===== config.mk =====
export PLATFORM = sky130hd
export DESIGN_NAME = disp_scan_controller_flat
export DESIGN_NICKNAME = d
export VERILOG_FILES = /design/src/rtl/disp_pkg.sv /design/src/rtl/disp_scan_controller_if.sv /design/src/rtl/seg_code_decoder.sv /design/src/rtl/disp_scan_controller.sv /design/src/flat_wrapper.sv
export SDC_FILE = /design/constraint.sdc
export NUM_CORES = 1
export LEC_CHECK = 0
export ABC_AREA = 1
export CAP_MARGIN = 15
export CORE_ASPECT_RATIO = 1.4
export CORE_MARGIN = 3
export CORE_UTILIZATION = 52
export CTS_CLUSTER_DIAMETER = 100
export DETAILED_ROUTE_END_ITERATION = 8
export GPL_TIMING_DRIVEN = 0
export MAX_ROUTING_LAYER = met4
export PLACE_DENSITY_LB_ADDON = 0.15
export REMOVE_ABC_BUFFERS = 1
export SYNTH_ARGS = -nofsm -noshare
export SYNTH_HDL_FRONTEND = slang
export SYNTH_SLANG_ARGS = --single-unit

===== constraint.sdc =====
create_clock -name clk -period 3.8 [get_ports clk]
set_clock_uncertainty 0.15 [all_clocks]
set_input_delay 0.76 -clock clk [delete_from_list [all_inputs] [get_ports clk]]
set_output_delay 0.76 -clock clk [all_outputs]
set_load 0.01 [all_outputs]

===== src/rtl/disp_pkg.sv =====
// Shared constants and types for the seven-segment scan controller.
package disp_pkg;

    localparam int unsigned CODE_W  = 4;
    localparam int unsigned SEG_W   = 7;
    localparam int unsigned ANODE_W = 4;

    localparam logic [CODE_W-1:0] CODE_DASH  = 4'd10;
    localparam logic [CODE_W-1:0] CODE_R     = 4'd11;
    localparam logic [CODE_W-1:0] CODE_E     = 4'd14;
    localparam logic [CODE_W-1:0] CODE_BLANK = 4'd15;

    localparam logic [0:SEG_W-1]   SEG_BLANK = 7'b1111111;
    localparam logic [ANODE_W-1:0] ANODE_OFF = 4'b1111;

    typedef enum logic {
        S_BLANK = 1'b0,
        S_SHOW  = 1'b1
    } scan_state_e;

endpackage


===== src/rtl/disp_scan_controller_if.sv =====
// Value-load handshake and display outputs between the calculator core and the scanner.
interface disp_scan_controller_if;
    logic        load;
    logic [15:0] digits_in;
    logic        pending;
    logic        frame_tick;
    logic [1:0]  digit_sel;
    logic [0:6]  segments;
    logic [3:0]  anode_active;

    modport master (
        output load, digits_in,
        input  pending, frame_tick, digit_sel, segments, anode_active
    );

    modport slave (
        input  load, digits_in,
        output pending, frame_tick, digit_sel, segments, anode_active
    );
endinterface


===== src/rtl/seg_code_decoder.sv =====
// Combinational 4-bit display code to active-low a..g segment pattern.
module seg_code_decoder
    import disp_pkg::*;
(
    input  logic [CODE_W-1:0] i_code,
    output logic [0:SEG_W-1]  o_segments_c
);

    // Glyph lookup; every unlisted code is blank
    always_comb begin
        o_segments_c = SEG_BLANK;
        case (i_code)
            4'd0:      o_segments_c = 7'b0000001;
            4'd1:      o_segments_c = 7'b1001111;
            4'd2:      o_segments_c = 7'b0010010;
            4'd3:      o_segments_c = 7'b0000110;
            4'd4:      o_segments_c = 7'b1001100;
            4'd5:      o_segments_c = 7'b0100100;
            4'd6:      o_segments_c = 7'b0100000;
            4'd7:      o_segments_c = 7'b0001111;
            4'd8:      o_segments_c = 7'b0000000;
            4'd9:      o_segments_c = 7'b0000100;
            CODE_DASH: o_segments_c = 7'b1111110;
            CODE_R:    o_segments_c = 7'b1111010;
            CODE_E:    o_segments_c = 7'b0110000;
            default:   o_segments_c = SEG_BLANK;
        endcase
    end

endmodule


===== src/rtl/disp_scan_controller.sv =====
// Four-digit seven-segment scanner with frame-aligned value commit.
// Optional: define DISP_LEAD_ZERO_BLANK_EN to blank leading zero digits.
module disp_scan_controller
    import disp_pkg::*;
#(
    parameter int unsigned SCAN_DIV  = 100000,
    parameter int unsigned BLANK_CYC = 1000
)(
    input  logic                   clk,
    input  logic                   rst,
    disp_scan_controller_if.slave  bus
);

    localparam int unsigned CNT_W = $clog2(SCAN_DIV);

    scan_state_e        r_state;
    logic [CNT_W-1:0]   r_count;
    logic [1:0]         r_digit_sel;
    logic [15:0]        r_active;
    logic [15:0]        r_shadow;
    logic               r_pending;
    logic               r_frame_tick;
    logic [0:SEG_W-1]   r_segments;
    logic [ANODE_W-1:0] r_anode;

    scan_state_e        w_state_nxt;
    logic [CNT_W-1:0]   w_count_nxt;
    logic [1:0]         w_digit_nxt;
    logic               w_slot_end;
    logic               w_wrap;
    logic [CODE_W-1:0]  w_code;
    logic [CODE_W-1:0]  w_code_eff;
    logic [0:SEG_W-1]   w_seg_dec;
    logic [0:SEG_W-1]   w_seg_nxt;
    logic [ANODE_W-1:0] w_anode_nxt;

    // Pick the active-register code for the digit in its slot
    always_comb begin
        w_code = r_active[3:0];
        case (r_digit_sel)
            2'd0:    w_code = r_active[15:12];
            2'd1:    w_code = r_active[11:8];
            2'd2:    w_code = r_active[7:4];
            default: w_code = r_active[3:0];
        endcase
    end

`ifdef DISP_LEAD_ZERO_BLANK_EN
    logic [2:0] w_lead_zero;

    // Leading zeros from the left blank out; the rightmost digit always shows
    always_comb begin
        w_lead_zero[0] = (r_active[15:12] == 4'd0);
        w_lead_zero[1] = w_lead_zero[0] && (r_active[11:8] == 4'd0);
        w_lead_zero[2] = w_lead_zero[1] && (r_active[7:4] == 4'd0);
        w_code_eff     = w_code;
        if (r_digit_sel != 2'd3 && w_lead_zero[r_digit_sel]) begin
            w_code_eff = CODE_BLANK;
        end
    end
`else
    // Every digit decodes literally
    always_comb begin
        w_code_eff = w_code;
    end
`endif

    seg_code_decoder u_dec (
        .i_code       (w_code_eff),
        .o_segments_c (w_seg_dec)
    );

    // Next slot position, next state and next display outputs
    always_comb begin
        w_slot_end  = (r_count == CNT_W'(SCAN_DIV - 1));
        w_wrap      = w_slot_end && (r_digit_sel == 2'd3);
        w_count_nxt = r_count + CNT_W'(1);
        w_digit_nxt = r_digit_sel;
        w_seg_nxt   = SEG_BLANK;
        w_anode_nxt = ANODE_OFF;
        if (w_slot_end) begin
            w_count_nxt = '0;
            w_digit_nxt = r_digit_sel + 2'd1;
        end
        w_state_nxt = (w_count_nxt < CNT_W'(BLANK_CYC)) ? S_BLANK : S_SHOW;
        if (r_state == S_SHOW) begin
            w_anode_nxt = ~(4'b1000 >> r_digit_sel);
            w_seg_nxt   = w_seg_dec;
        end
    end

    // Scan state, slot counter and digit index
    always_ff @(posedge clk) begin
        if (rst) begin
            r_state     <= S_BLANK;
            r_count     <= '0;
            r_digit_sel <= '0;
        end else begin
            r_state     <= w_state_nxt;
            r_count     <= w_count_nxt;
            r_digit_sel <= w_digit_nxt;
        end
    end

    // Shadow/active registers: commit on frame wrap, a same-cycle load lands after it
    always_ff @(posedge clk) begin
        if (rst) begin
            r_active     <= 16'hFFFF;
            r_shadow     <= 16'hFFFF;
            r_pending    <= 1'b0;
            r_frame_tick <= 1'b0;
        end else begin
            r_frame_tick <= w_wrap;
            if (w_wrap && r_pending) begin
                r_active  <= r_shadow;
                r_pending <= 1'b0;
            end
            if (bus.load) begin
                r_shadow  <= bus.digits_in;
                r_pending <= 1'b1;
            end
        end
    end

    // Registered segment and anode drive
    always_ff @(posedge clk) begin
        if (rst) begin
            r_segments <= SEG_BLANK;
            r_anode    <= ANODE_OFF;
        end else begin
            r_segments <= w_seg_nxt;
            r_anode    <= w_anode_nxt;
        end
    end

    assign bus.pending      = r_pending;
    assign bus.frame_tick   = r_frame_tick;
    assign bus.digit_sel    = r_digit_sel;
    assign bus.segments     = r_segments;
    assign bus.anode_active = r_anode;

endmodule

===== src/flat_wrapper.sv =====
// flat-port wrapper written by rule: the top's interface ports become plain ports
module disp_scan_controller_flat import disp_pkg::*;
#(
    parameter int unsigned SCAN_DIV  = 100000,
    parameter int unsigned BLANK_CYC = 1000
)
  (clk, rst, bus_load, bus_digits_in, bus_pending, bus_frame_tick, bus_digit_sel, bus_segments, bus_anode_active);
  disp_scan_controller_if bus_i ();
  input  logic clk;
  input  logic rst;
  input wire logic [$bits(bus_i.load)-1:0] bus_load;
  input wire logic [$bits(bus_i.digits_in)-1:0] bus_digits_in;
  output wire logic [$bits(bus_i.pending)-1:0] bus_pending;
  output wire logic [$bits(bus_i.frame_tick)-1:0] bus_frame_tick;
  output wire logic [$bits(bus_i.digit_sel)-1:0] bus_digit_sel;
  output wire logic [$bits(bus_i.segments)-1:0] bus_segments;
  output wire logic [$bits(bus_i.anode_active)-1:0] bus_anode_active;
  assign bus_i.load = bus_load;
  assign bus_i.digits_in = bus_digits_in;
  assign bus_pending = bus_i.pending;
  assign bus_frame_tick = bus_i.frame_tick;
  assign bus_digit_sel = bus_i.digit_sel;
  assign bus_segments = bus_i.segments;
  assign bus_anode_active = bus_i.anode_active;
  disp_scan_controller #(.SCAN_DIV(SCAN_DIV), .BLANK_CYC(BLANK_CYC)) u_core (.clk(clk), .rst(rst), .bus(bus_i));
endmodule

-- Yosys cells after proc, flatten, opt, wreduce, memory -nomap -nowiden
Memories as Yosys holds them, arrays and structs flattened. A register that Yosys moved wholly into a read port is not among the register bits.
Cells that the tools add are included.
- shifts and indexed selects: 1
- equal/unequal tests: 4
- mux-type cells: 5
- bitwise logic cells: 2
- $lt $le $gt $ge: 1
- reduce and logical (&&, ||, !) cells: 5
- $add $sub $neg: 2
- operator list (kind ; count):
    17-bit by 1-bit adder with 17-bit output (second input constant) ; 1
    17-bit == test (second input constant) ; 1
    17-bit by 10-bit less-than comparator with 1-bit output (second input constant) ; 1
    17-bit two-way mux ; 1
    4-bit case mux with 3 select lines ; 1
    2-bit == test (second input constant) ; 2
    4-bit inverter ; 1
    4-bit by 2-bit right shift with 4-bit output (first input constant) ; 1
    1-bit two-way mux ; 3
    2-bit by 1-bit adder with 2-bit output (second input constant) ; 1
    2-bit by 1-bit == test with 1-bit output (second input constant) ; 1
    1-bit logical AND ; 2
    2-bit logical NOT ; 1
    2-bit nonzero test ; 1
    2-bit OR reduction ; 1
    1-bit inverter ; 1
- output and inout port bits: 15
- ROM bits: 112
- memories kept: 1
- bits in registers: 58
- input port bits: 19
- memories (memory ; words ; width ; rd ports ; clocked after Yosys merged registers in ; wr ports ; RTL line ; source):
    (name not given) ; 16 ; 7 ; 1 ; 1 ; 0 ; seg_code_decoder.sv:12 ; case (i_code)

-- Logic depth before layout (Yosys ltp)
Gate-level depths: netlist of run 1.
- word-level depth: 5
- mapped depth: 13
- depth with buffers taken out: 13

-- Hierarchy
From an unflattened synthesis of run 1, not the netlist that was laid out.
- cell total of the unflattened synthesis: 414
- area total of the unflattened synthesis: 2972.9 um2
- by module, submodules not included (module ; times used ; cells each ; area an instance (um2)):
    disp_scan_controller ; 1 ; 373 ; 2737.6
    seg_code_decoder ; 1 ; 41 ; 235.2

-- Least setup slack after synthesis of run 1
No wires, ideal clock.
- kind: reg2reg
- start point: register u_core.r_digit_sel[0], in the netlist u_core.bus.digit_sel[0]
- end point: register u_core.r_segments, in the netlist u_core.bus.segments[3]
- path buffers: 0
- library setup time: 0.129 ns
- period minus slack after synthesis: 2.347 ns
- setup slack: 1.453 ns
- stages on the path, launching flop included: 9
- arrival: 2.068 ns
- path through: dfxtp_1 -> inv_1 -> ha_1 -> a22o_1 -> o22ai_1 -> ha_1 -> or2_2 -> nand3_1 -> nand3_1
- cells in the longest elaborated chain, start to end: 2
- elaborated cells between the ends (all ways): 4
- ends and longest elaborated chain (item ; RTL line ; source):
    from (decl) ; disp_scan_controller.sv:18 ; logic [1:0] r_digit_sel;
    from (signal assigned) ; disp_scan_controller.sv:101 ; r_digit_sel <= w_digit_nxt;
    2-bit == test, or another cell as far along ; disp_scan_controller.sv:40 ; case (r_digit_sel)
    4-bit case mux with 3 select lines (*) ; disp_scan_controller.sv:40 ;
    to (decl) ; disp_scan_controller.sv:23 ; logic [0:SEG_W-1] r_segments;
Every way passes the cells marked *; elsewhere a longest branch is shown, timed or not.
A chain may end at the register's enable or synchronous reset.

-- Worst setup path after layout of run 1
Ends and elaborated chain as after synthesis.

==> results.cfg, run 1 <==
[sta]
worst-slew-pin-transition_ns = 0.959
final_critical_path_setup_slack_ns = 1.12
finalWorstPathRequiredPeriod_ns = 2.68
drv_slew = 0
finalHoldViolations = 0
hold_slack_ns = 0.317
finalCritPeriodShare = 0.705
final.setup.tns_ns = 0
rsz0062_at_grt = no
worst_slew_margin_rel = 0.359
setup_viol = 0
timing.fmax_ghz = 0.374

[global_routing]
antenna_violations_before_repair = 0
grt_pass1_vias = 2372
grt_pass1_wl_um = 10200
grt_overflow = 0
gr-usage-all-layers = 0.199
pin_count_of_the_biggest_net_entering_global_routing = 34

[critical_path]
worstSetupEndpointType = flop
r2r-end = u_core.bus.segments[3]
r2r_slack_ns = 1.12
worstPathArrival_ns = 2.74
critical_path.endpoint = u_core.bus.segments[3]
timing.rr.start = u_core.bus.digit_sel[0]
critPathKind = flop to flop
timing.critical_path.fanout_max = 6
worstPathRequired_ns = 3.86
critPathLaunch = u_core.bus.digit_sel[0]
critical_path_start_type = flop
r2r_cells = 8

[synth]
ys_seq_elements = 65
synth.avg_cell_area_um2 = 7.85
seq_area_frac_synth = 0.429
synth_top_area_cell = dfxtp_1
ys_top_cells_by_area = dfxtp_1 43%, nand2_1 9.7%, o211ai_2 6.6%
synthDominantCellAreaShare = 0.429
synth-warning-count = 0
synth.lib_cells_used.distinct = 31
synth.cell_area_um2 = 3030
postSynthCellCount = 386

[placement]
io_buffer_count = 33
dpl.cell_count = 477
pre_cts_ws_ns = 0.387
hpwl_reported_at_the_end_of_detailed_placement_um = 4270
gp_congestion = 0.880

[clocking]
clock-sinks = 65
post_cts_hold_fix_bufs = 0
tritoncts = done
clk_path_buf_depth = 2
clock_root_buffer_master = clkbuf_8
cts-htree-levels = 3
quantity_of_gates_resized_following_cts = 0
setup_bufs_post_cts = 0
cts.reportedPaths.clkPinSlew_ns = 0.07
cts_buf_count = 9
worstSkewPairLatency_ns = 0.33

[power]
power_leakage_nw = 1.68
finalPower_mw = 1.31
p_per_area_nw_per_um2 = 365
vdd_drop_max_mv = 0.194

[final_layout]
insertedDiodeCount = 0
fraction_of_layout_instances_using_a_drive_strength_above_1 = 0.144
number_of_non_filler_instances_in_the_completed_layout = 493
design.final.nets = 452
filler_cell_count = 513
post_synthesis_to_final_layout_area_growth_pct = 18.4

[floorplanning]
io_pins = 34
overall_die_area_um2 = 6800
die_height_um = 96.3
placeableCoreArea_um2 = 5570
initial_core_util = 0.545
die_w_um = 70.5
floorplan.rows = 32

[drt]
first_pass_iters = 4
drc = 0
overall_via_count_from_detail_route = 2504
finalWirelength_um = 6070
routed_length_per_instance_um = 12.3
ant_nets = 0
detail_route.vias_per_cell = 5.08
initial_drc_count = 124

[min_path]
holdPathStages = 2
timing.hold.worst.class = flop to flop

[job]
max_cap_viol_count = 0

[outcome]
outcome = completed
power breakdown:
group,total [mW],switching (mW),leakage [nW],internal [mW]
combinational,0.0639,0.0338,1.05,0.0301
sequential,0.703,0.00678,0.530,0.696
clock,0.544,0.247,0.0929,0.296
state kept, by name, indices dropped and copies added (netlist names):
signal / cells
u_core.bus.anode_active: 4
u_core.r_state: 1
u_core.r_shadow: 16
u_core.r_count: 17
u_core.bus.pending: 1
u_core.bus.frame_tick: 1
u_core.bus.segments: 7
u_core.r_active: 16
u_core.bus.digit_sel: 2
placed cells by master, fill, tap and decap left out, drive strengths merged:
cell	count
a21oi	25
a22o	2
buf	1
bufinv	1
clkbuf	11
clkdlybuf4s50	33
clkinv	5
dfxtp	65
ha	12
inv	48
nand2	97
nand3	20
nand3b	3
nand4	6
nor2	45
nor3	4
o211ai	17
o21ai	22
o21bai	2
o22ai	3
or2	2
xor2	1
cell usage after synthesis, drive strengths merged:
master / number
nand2: 97
dfxtp: 65
inv: 48
nor2: 45
a21oi: 25
o21ai: 22
nand3: 20
o211ai: 17
ha: 12
clkbuf: 7
nand4: 6
nor3: 4
buf: 3
nand3b: 3
o22ai: 3
a22o: 2
clkinv: 2
o21bai: 2
or2: 2
xor2: 1
worst min path at each step:
stage                                   from            endpoint  slack [ns]
after floorplan           u_core.r_active[2]  u_core.r_active[2]        0.29
after global routing      u_core.r_active[0]  u_core.r_active[0]        0.33
after detailed placement  u_core.r_active[2]  u_core.r_active[2]        0.30
after CTS                 u_core.r_active[0]  u_core.r_active[0]        0.32
after global placement    u_core.r_active[0]  u_core.r_active[0]        0.30
final                     u_core.r_active[0]  u_core.r_active[0]        0.32
cell families (layout without fill, tap and decap cells):
family / count (synthesis) / after routing / share of synthesized area
compound gates: 71 / 71 / 0.165
xor+xnor: 1 / 1 / 0.00289
fa+ha+maj: 12 / 12 / 0.0495
buf+inv: 60 / 99 / 0.0821
flops: 65 / 65 / 0.429
simple gates: 177 / 177 / 0.271
layout make-up:
class / count / area (µm²) / share of cell area
flip-flops and latches: 65 / 1300 / 0.362
clock inverters: 4 / 45.0 / 0.0125
multi-input cells: 261 / 1480 / 0.413
well taps: 68 / 85.1 / 0.0237
inverters: 50 / 189 / 0.0526
repair buffers: 34 / 358 / 0.0997
clock buffers: 11 / 131 / 0.0366
stage by stage:
stage / util / cell area, µm²
floorplan: - / 2970
global placement: 0.609 / 3390
detailed placement: 0.609 / 3390
CTS: 0.640 / 3560
global route: 0.645 / 3590
finish: 0.645 / 3590
metal layers:
layer  global-route usage  vias up  routed length (µm)
met2                0.345       44                3060
met5                    -        -                   0
met1                0.210     1128                2590
li1                     -     1317                   -
met3               0.0428       15                 257
met4                0.111        0                 164
worst max-delay path, cell delays in order (launching register included):
cell     delay [ns]
dfxtp_1        0.46
inv_1          0.12
ha_1           0.29
a22o_1         0.26
o22ai_1        0.47
ha_1           0.34
or2_2          0.31
nand3_1        0.08
nand3_1        0.07
Note: power is estimated with default switching activity, not from simulation.
==> run 2: changes to the inputs <==
CORE_UTILIZATION = 50   (was 52)
clock period = 2.3 ns   (was 3.8 ns; I/O delays follow)
==> results.cfg, run 2 (same netlist as run 1, synthesis figures left out) <==
[outcome]
outcome = completed

[critical_path]
worstPathRequired_ns = 2.37
timing.rr.start = u_core.bus.digit_sel[0]
critical_path_start_type = flop
critPathLaunch = u_core.bus.digit_sel[0]
worstPathArrival_ns = 2.26
r2r_cells = 8
r2r_slack_ns = 0.11
critPathKind = flop to flop
timing.critical_path.fanout_max = 6
critical_path.endpoint = u_core.bus.segments[3]
r2r-end = u_core.bus.segments[3]
worstSetupEndpointType = flop

[sta]
worst-slew-pin-transition_ns = 0.987
drv_slew = 0
setup_viol = 0
finalHoldViolations = 0
worst_slew_margin_rel = 0.340
hold_slack_ns = 0.325
final_critical_path_setup_slack_ns = 0.105
finalWorstPathRequiredPeriod_ns = 2.19
finalCritPeriodShare = 0.954
rsz0062_at_grt = no
timing.fmax_ghz = 0.456

[final_layout]
final_common_cell = nand2_1
post_synthesis_to_final_layout_area_growth_pct = 21.3
largest_register_ff_count = 17
top_register = u_core.r_count
design.final.nets = 454
fraction_of_layout_instances_using_a_drive_strength_above_1 = 0.173
layout_common_cells = 78 x nand2_1, 63 x dfxtp_1, 42 x inv_1, 41 x nor2_1, 33 x clkdlybuf4s50_1
top_regs = u_core.r_count (17), u_core.r_active (16), u_core.r_shadow (16)
insertedDiodeCount = 0

[clocking]
post_cts_hold_fix_bufs = 0
clk_path_buf_depth = 2
cts-htree-levels = 3
cts.reportedPaths.clkPinSlew_ns = 0.07
worstSkewPairLatency_ns = 0.34
cts_buf_count = 9
tritoncts = done
clock-sinks = 65
clock_root_buffer_master = clkbuf_8

[drt]
ant_nets = 0
drc = 0
overall_via_count_from_detail_route = 2523
first_pass_iters = 4
routed_length_per_instance_um = 12.4
detail_route.vias_per_cell = 5.09
finalWirelength_um = 6150
initial_drc_count = 134

[power]
vdd_drop_max_mv = 0.386
power_leakage_nw = 1.70
p_per_area_nw_per_um2 = 628
finalPower_mw = 2.31

[min_path]
timing.hold.worst.class = flop to flop

[global_routing]
pin_count_of_the_biggest_net_entering_global_routing = 34
grt_overflow = 0
grt_pass1_vias = 2347
gr-usage-all-layers = 0.190
antenna_violations_before_repair = 0
grt_pass1_wl_um = 10300

[placement]
io_buffer_count = 33
pre_cts_ws_ns = -0.334
hpwl_reported_at_the_end_of_detailed_placement_um = 4550
gp_congestion = 0.922

[floorplanning]
overall_die_area_um2 = 7050
floorplan.rows = 32
die_w_um = 71.8
io_pins = 34
placeableCoreArea_um2 = 5690
initial_core_util = 0.533
die_height_um = 98.1

[job]
max_cap_viol_count = 0
run 2: changes by cell type in the layout (fill, tap and decap cells not counted), moves of 2 or more:
cell,before,now
ha_1,12,9
ha_2,0,3
buf_4,0,2
clkbuf_1,2,0
clkinv_4,0,2
dfxtp_1,65,63
o22ai_1,2,0
o22ai_4,0,2
run 2: where the power goes:
group	switching, mW	leakage, nW	internal [mW]	total (mW)
clock	0.438	0.109	0.609	1.05
sequential	0.0108	0.532	1.15	1.16
combinational	0.0554	1.06	0.0473	0.103
total	0.505	1.70	1.81	2.31
run 2: how the worst min path moves through the flow:
stage,cells past startpoint,endpoint,startpoint,slack (ns)
6_report,2,u_core.r_active[9],u_core.r_active[9],0.32
3_5_place_dp,2,u_core.r_active[1],u_core.r_active[1],0.31
5_1_grt,2,u_core.r_shadow[12],u_core.r_shadow[12],0.35
3_3_place_gp,2,u_core.r_active[0],u_core.r_active[0],0.30
4_1_cts,2,u_core.r_active[15],u_core.r_active[15],0.33
2_1_floorplan,2,u_core.r_active[2],u_core.r_active[2],0.29
run 2: worst max-delay path: stages, from the launching register on:
cell and delay, ns:
dfxtp_4 0.39, inv_1 0.08, ha_2 0.22, a22o_1 0.28, o22ai_4 0.19, ha_1 0.28
or2_2 0.32, nand3_1 0.09, nand3_1 0.07
run 2: metal layers:
metal  share of wire  GRT usage  vias up  wire length (µm)
li1                -          -     1320                 -
met1            0.42      0.205     1130              2580
met2            0.51      0.329       60              3150
met3           0.043     0.0443       13               267
met4           0.025     0.0767        0               154
met5               0          -        -                 0
run 2: metrics by stage:
stage / setup TNS, ns / instances / utilization / area [µm²]
6_report: 0 / 496 / 0.647 / 3680
5_1_grt: 0 / 496 / 0.647 / 3680
4_1_cts: 0 / 496 / 0.645 / 3670
3_5_place_dp: -2.62 / 478 / 0.598 / 3400
3_3_place_gp: -20.81 / 477 / 0.596 / 3390
2_1_floorplan: -0.0474 / 376 / - / 2970
run 2: cell type report:
cell class                 count  area [µm²]
fill                         516        2010
multi-input combinational    261        1520
sequential                    65        1310
timing repair buffer          36         360
inverter                      50         189
clock buffer                   9         124
clock inverter                 7        95.1
tap                           68        85.1
run 2: timing repair:
action,4_1_cts,5_1_grt
pin swaps,2,0
setup endpoints to repair,6,2
resized for setup,7,4
cloned,0,0
buffers inserted,2,0
endpoints found under the hold margin,0,0
